`config.mk`:
```
export PLATFORM = sky130hd
export DESIGN_NAME = mem_arbiter
export DESIGN_NICKNAME = d
export VERILOG_FILES = /design/src/rtl/mem_arbiter.sv
export SDC_FILE = /design/constraint.sdc
export NUM_CORES = 1
export LEC_CHECK = 0
export CAP_MARGIN = 10
export CORE_MARGIN = 4
export CORE_UTILIZATION = 46
export DETAILED_ROUTE_END_ITERATION = 16
export PLACE_DENSITY = 0.86
export REMOVE_ABC_BUFFERS = 1
export SLEW_MARGIN = 20
export SYNTH_ARGS = -nofsm -noshare
export SYNTH_HDL_FRONTEND = slang
export SYNTH_SLANG_ARGS = --single-unit
export TNS_END_PERCENT = 30
```
`constraint.sdc`:
```
create_clock -name mem_arb_clk -period 4.3 [get_ports mem_arb_clk]
set_clock_uncertainty 0.15 [all_clocks]
set_input_delay 1.075 -clock mem_arb_clk [delete_from_list [all_inputs] [get_ports mem_arb_clk]]
set_output_delay 1.075 -clock mem_arb_clk [all_outputs]
set_load 0.03 [all_outputs]
```
`src/rtl/mem_arbiter.sv`:
```
// mem_arbiter
//   Shares one word-wide memory bus between the instruction-fetch port and the
//   data (lw/sw) port. Accesses are serialised onto a fixed-latency memory;
//   data accesses have priority, and a starvation counter forces a pending
//   fetch through after STARVE_LIMIT consecutive data grants.
//
// Parameters
//   MEM_LATENCY   cycles one memory access occupies (1..15)
//   STARVE_LIMIT  data grants allowed while a fetch waits (1..255)
//
// Ports
//   mem_arb_clk, mem_arb_rst            clock, synchronous active-high reset
//   mem_arb_if_req/addr/ack/rdata       instruction-fetch port
//   mem_arb_d_req/wr/addr/wdata/ack/rdata  data port
//   mem_arb_mem_addr/wdata/rd/wr/rdata  memory bus
//   mem_arb_busy                        1 while not IDLE
//   mem_arb_owner                       current or last grant (0 fetch, 1 data)
//
// state  | meaning
// IDLE   | bus free, arbitrate between pending requests
// ACCESS | memory strobe active, latency counter running down
// RESP   | one-cycle acknowledge to the owning port
module mem_arbiter #(
  parameter int unsigned MEM_LATENCY  = 1,
  parameter int unsigned STARVE_LIMIT = 4
) (
  input  logic        mem_arb_clk,
  input  logic        mem_arb_rst,
  input  logic        mem_arb_if_req,
  input  logic [31:0] mem_arb_if_addr,
  output logic        mem_arb_if_ack,
  output logic [31:0] mem_arb_if_rdata,
  input  logic        mem_arb_d_req,
  input  logic        mem_arb_d_wr,
  input  logic [31:0] mem_arb_d_addr,
  input  logic [31:0] mem_arb_d_wdata,
  output logic        mem_arb_d_ack,
  output logic [31:0] mem_arb_d_rdata,
  output logic [31:0] mem_arb_mem_addr,
  output logic [31:0] mem_arb_mem_wdata,
  output logic        mem_arb_mem_rd,
  output logic        mem_arb_mem_wr,
  input  logic [31:0] mem_arb_mem_rdata,
  output logic        mem_arb_busy,
  output logic        mem_arb_owner
);

  localparam logic [1:0] S_IDLE   = 2'd0;
  localparam logic [1:0] S_ACCESS = 2'd1;
  localparam logic [1:0] S_RESP   = 2'd2;

  localparam logic [3:0] LAT_M1     = 4'(MEM_LATENCY - 1);
  localparam logic [7:0] STARVE_MAX = 8'(STARVE_LIMIT);

  logic [1:0]  r_state;
  logic [3:0]  r_lat_cnt;
  logic [7:0]  r_starve_cnt;
  logic        r_owner;
  logic        r_if_ack;
  logic        r_d_ack;
  logic        r_mem_rd;
  logic        r_mem_wr;
  logic [31:0] r_mem_addr;
  logic [31:0] r_mem_wdata;
  logic [31:0] r_if_rdata;
  logic [31:0] r_d_rdata;

  logic w_any_req;
  logic w_grant_d;
  logic w_grant_wr;

  assign w_any_req  = mem_arb_if_req | mem_arb_d_req;
  // Data wins unless a waiting fetch has already been passed over STARVE_LIMIT times.
  assign w_grant_d  = mem_arb_d_req & ~(mem_arb_if_req & (r_starve_cnt == STARVE_MAX));
  assign w_grant_wr = w_grant_d & mem_arb_d_wr;

  always_ff @(posedge mem_arb_clk) begin
    if (mem_arb_rst) begin
      r_state      <= S_IDLE;
      r_lat_cnt    <= 4'd0;
      r_starve_cnt <= 8'd0;
      r_owner      <= 1'b0;
      r_if_ack     <= 1'b0;
      r_d_ack      <= 1'b0;
      r_mem_rd     <= 1'b0;
      r_mem_wr     <= 1'b0;
      r_mem_addr   <= 32'd0;
      r_mem_wdata  <= 32'd0;
      r_if_rdata   <= 32'd0;
      r_d_rdata    <= 32'd0;
    end else begin
      r_if_ack <= 1'b0;
      r_d_ack  <= 1'b0;
      case (r_state)
        S_IDLE: begin
          if (w_any_req) begin
            r_owner    <= w_grant_d;
            r_mem_addr <= w_grant_d ? mem_arb_d_addr : mem_arb_if_addr;
            if (w_grant_wr) r_mem_wdata <= mem_arb_d_wdata;
            r_mem_rd   <= ~w_grant_wr;
            r_mem_wr   <= w_grant_wr;
            r_lat_cnt  <= LAT_M1;
            // Counts only data grants that bypassed a waiting fetch.
            if (w_grant_d && mem_arb_if_req) begin
              if (r_starve_cnt != 8'hFF) r_starve_cnt <= r_starve_cnt + 8'd1;
            end else begin
              r_starve_cnt <= 8'd0;
            end
            r_state <= S_ACCESS;
          end
        end
        S_ACCESS: begin
          if (r_lat_cnt == 4'd0) begin
            if (r_mem_rd) begin
              if (r_owner) r_d_rdata  <= mem_arb_mem_rdata;
              else         r_if_rdata <= mem_arb_mem_rdata;
            end
            r_mem_rd <= 1'b0;
            r_mem_wr <= 1'b0;
            r_if_ack <= ~r_owner;
            r_d_ack  <= r_owner;
            r_state  <= S_RESP;
          end else begin
            r_lat_cnt <= r_lat_cnt - 4'd1;
          end
        end
        S_RESP:  r_state <= S_IDLE;
        default: r_state <= S_IDLE;
      endcase
    end
  end

  assign mem_arb_if_ack    = r_if_ack;
  assign mem_arb_d_ack     = r_d_ack;
  assign mem_arb_if_rdata  = r_if_rdata;
  assign mem_arb_d_rdata   = r_d_rdata;
  assign mem_arb_mem_addr  = r_mem_addr;
  assign mem_arb_mem_wdata = r_mem_wdata;
  assign mem_arb_mem_rd    = r_mem_rd;
  assign mem_arb_mem_wr    = r_mem_wr;
  assign mem_arb_busy      = (r_state != S_IDLE);
  assign mem_arb_owner     = r_owner;

endmodule

```
==> results.ini <==
[synthesis]
ys.warnings.count = 0
synth.most_common_cell = nand2_1
synthSimpleGateAreaFrac_pct = 33.81
synth_top_area_share_pct = 46.95
async_reset_ff_share_pct = 0
dominantRegCellSynth = dfxtp_1
synth_top_cells_by_count = nand2_1 (173), dfxtp_1 (147), a21oi_1 (75), nor2_1 (46), nor3_1 (39)
netlist_instances = 717
synth_top_family_by_area = simple AND/OR/NAND/NOR gates
synth.distinct_cells = 53
synth_mux_area_share_pct = 0.3194
ys_seq_elements = 147
synth.avg_cell_area_sq_um = 8.743
synth-adder-area-share_pct = 0.7984
sequential_fraction_of_the_synthesis_area_pct = 46.95
synth-xor-area-share_pct = 0.1397
synth_compound_gate_area_share_pct = 12.91
dominant_cells_by_area_after_synthesis = dfxtp_1 (47%), nand2_1 (10%), a21oi_1 (6.0%), nor4_2 (6.0%), nor3_2 (4.8%)
synth_edf_count = 0
synth_largest_area_cell = dfxtp_1
syn_area_sq_um = 6269

[timing]
layout_setup_ws_ns = 1.151
maxSlewHeadroom_pct = 33.15
final_worst_path_period_need_ns = 3.149
tightestPinTransition_ns = 1.003
setup_tns_ns = 0
post-route-period-util_pct = 73.24
max_freq_mhz = 317.6
fin_worst_hold_slack_ns = 0.3031
final-setup-viol-count = 0
grt_setup_unrepaired = no
finalHoldViolCount = 0
slew_violations = 0

[setup_path]
worst-setup-path-type = reg -> out
critical_path.n_buffers_inverters = 2
timing.critical_path.slowest_cell_delay_ns = 0.64
timing.critical_path.max_delay_family = buffers and inverters
critPathSlowestCell = clkdlybuf4s50_1
critical_path.startpoint_type = flop
cp_max_fo = 6
required_ns = 3.07
path_cells = nor2_1 -> inv_2 -> clkdlybuf4s50_1
critPathArrivalTime_ns = 1.92
worstSetupEndpointType = output port

[global_routing]
first_global_vias = 6042
pin_count_of_the_biggest_net_entering_global_routing = 97
number_of_antenna_violations_at_the_first_check_in_global_routing = 0
grt_pass1_wl_mm = 30.28
gr-usage-all-layers_pct = 24.01
globalRoute.totalOverflow = 0

[clock_network]
cts_setup_buffers = 0
clockRootBuffer = clkbuf_16
tritoncts_clock_tree = done
clk_transition_reported_paths_ns = 0.06
clk_path_buf_depth = 2
cts_resized = 0
number_of_buffers_added_to_fix_hold_violations_after_cts = 0
htree_num_levels = 4
numCtsBuffers = 17
clock_latency_at_the_later_pin_of_the_worst_skew_pair_ns = 0.41
cts.sink_count = 147

[route]
final_antenna_net_count = 0
viasPerCell = 5.186
detail_route.drc_violations = 0
drt_iter0_drc = 394
dr_total_vias = 5954
detail_route.first_pass.iterations = 5
drt-wirelength-per-cell_microns = 16.69
routed_wl_mm = 19.16

[die]
start_util_pct = 47.15
die_x_microns = 124.7
die_h_microns = 124.7
die_area_sq_um = 15560
core_area_sq_um = 13300
placementRows = 42
top_level_ports = 267

[placed_design]
dp.final_hpwl_mm = 13.25
gp_congestion = 0.8393
port-buffer-count = 266
place_inst = 1116
place_worst_setup_slack_ns = 0.9542
place_area_sq_um = 8951

[layout]
finish.utilization_pct = 71.93
post-route-cell-area_sq_um = 9563
filler_cell_count = 978
num_antenna_cells = 0
finalNonFillerCells = 1148
layout-drive-gt1-share_pct = 17.39
nets = 1096
area_growth_pct = 52.55

[worst_hold_path]
min-delay-path-class = reg -> reg

[run_status]
status = finished clean

[pwr]
finalPower_mw = 4.208
power_per_cell_area_nw_per_um2 = 440.1
power_leakage_nw = 3.206
max-vdd-ir-drop_uv = 274.3

[run]
cap_violations = 0

per-layer routing:
| metal | track usage [%] | wire length, microns | vias to the layer above |
|---|---|---|---|
| li1 | - | - | 2930 |
| met5 | 0 | 0 | - |
| met2 | 42.53 | 9514 | 240 |
| met3 | 9.863 | 1879 | 28 |
| met1 | 25.49 | 7316 | 2756 |
| met4 | 8.897 | 450 | 0 |
final timing paths:
path                                          start             endpoint  slack (ns)  cells past startpoint
worst max-delay path                     r_state[1]         mem_arb_busy        1.15                      3
worst min-delay path            mem_arb_if_rdata[0]  mem_arb_if_rdata[0]        0.30                      2
worst max register to register         r_lat_cnt[0]   mem_arb_d_rdata[2]        1.80                      7
worst min register to register  mem_arb_if_rdata[0]  mem_arb_if_rdata[0]        0.30                      2
placed cells by master, fill, tap and decap left out, types with 17 or more instances in the layout:
cell type and count:
nor3_2 30, dfxtp_1 147, a21oi_1 75, nor3_1 39
nand2_2 30, nand2_1 172, clkdlybuf4s50_1 265, nor2_1 45
a21oi_2 29, nor4_2 30, clkbuf_16 17
tightest hold or removal path, stage by stage (launching register included):
cell,delay (ns)
dfxtp_1,0.31
nand2_1,0.05
a21oi_1,0.05
flip-flops by register name, indices dropped and copies added, names as in the netlist:
register / count
r_lat_cnt: 4
r_starve_cnt: 8
mem_arb_if_rdata: 32
mem_arb_owner: 1
r_state: 2
mem_arb_mem_addr: 32
mem_arb_mem_wr: 1
mem_arb_d_rdata: 32
mem_arb_d_ack: 1
mem_arb_mem_rd: 1
mem_arb_mem_wdata: 32
mem_arb_if_ack: 1
logic make-up after synthesis:
| kind of cell | count (synthesis) |
|---|---|
| mux | 2 |
| flops | 147 |
| xor+xnor | 1 |
| buf+inv | 58 |
| compound gates | 125 |
| fa+ha+maj | 4 |
| simple gates | 380 |
final cells by class:
cell class              count  area, sq um  share of cell area, %
clock buffers              20        456.7                  4.776
clock inverters            12        155.1                  1.622
inverters                   6        22.52                 0.2355
multi-input cells         512         3022                  31.60
flip-flops and latches    147         2943                  30.77
well taps                 176        220.2                  2.303
repair buffers            275         2744                  28.69
power by group:
group          leakage [nW]  switching (mW)  total (mW)  internal (mW)
clock                 0.296           0.569        1.51          0.944
sequential             1.20          0.0720        1.55           1.48
combinational          1.71           0.679        1.14          0.461
Note: power is estimated with default switching activity, not from simulation.
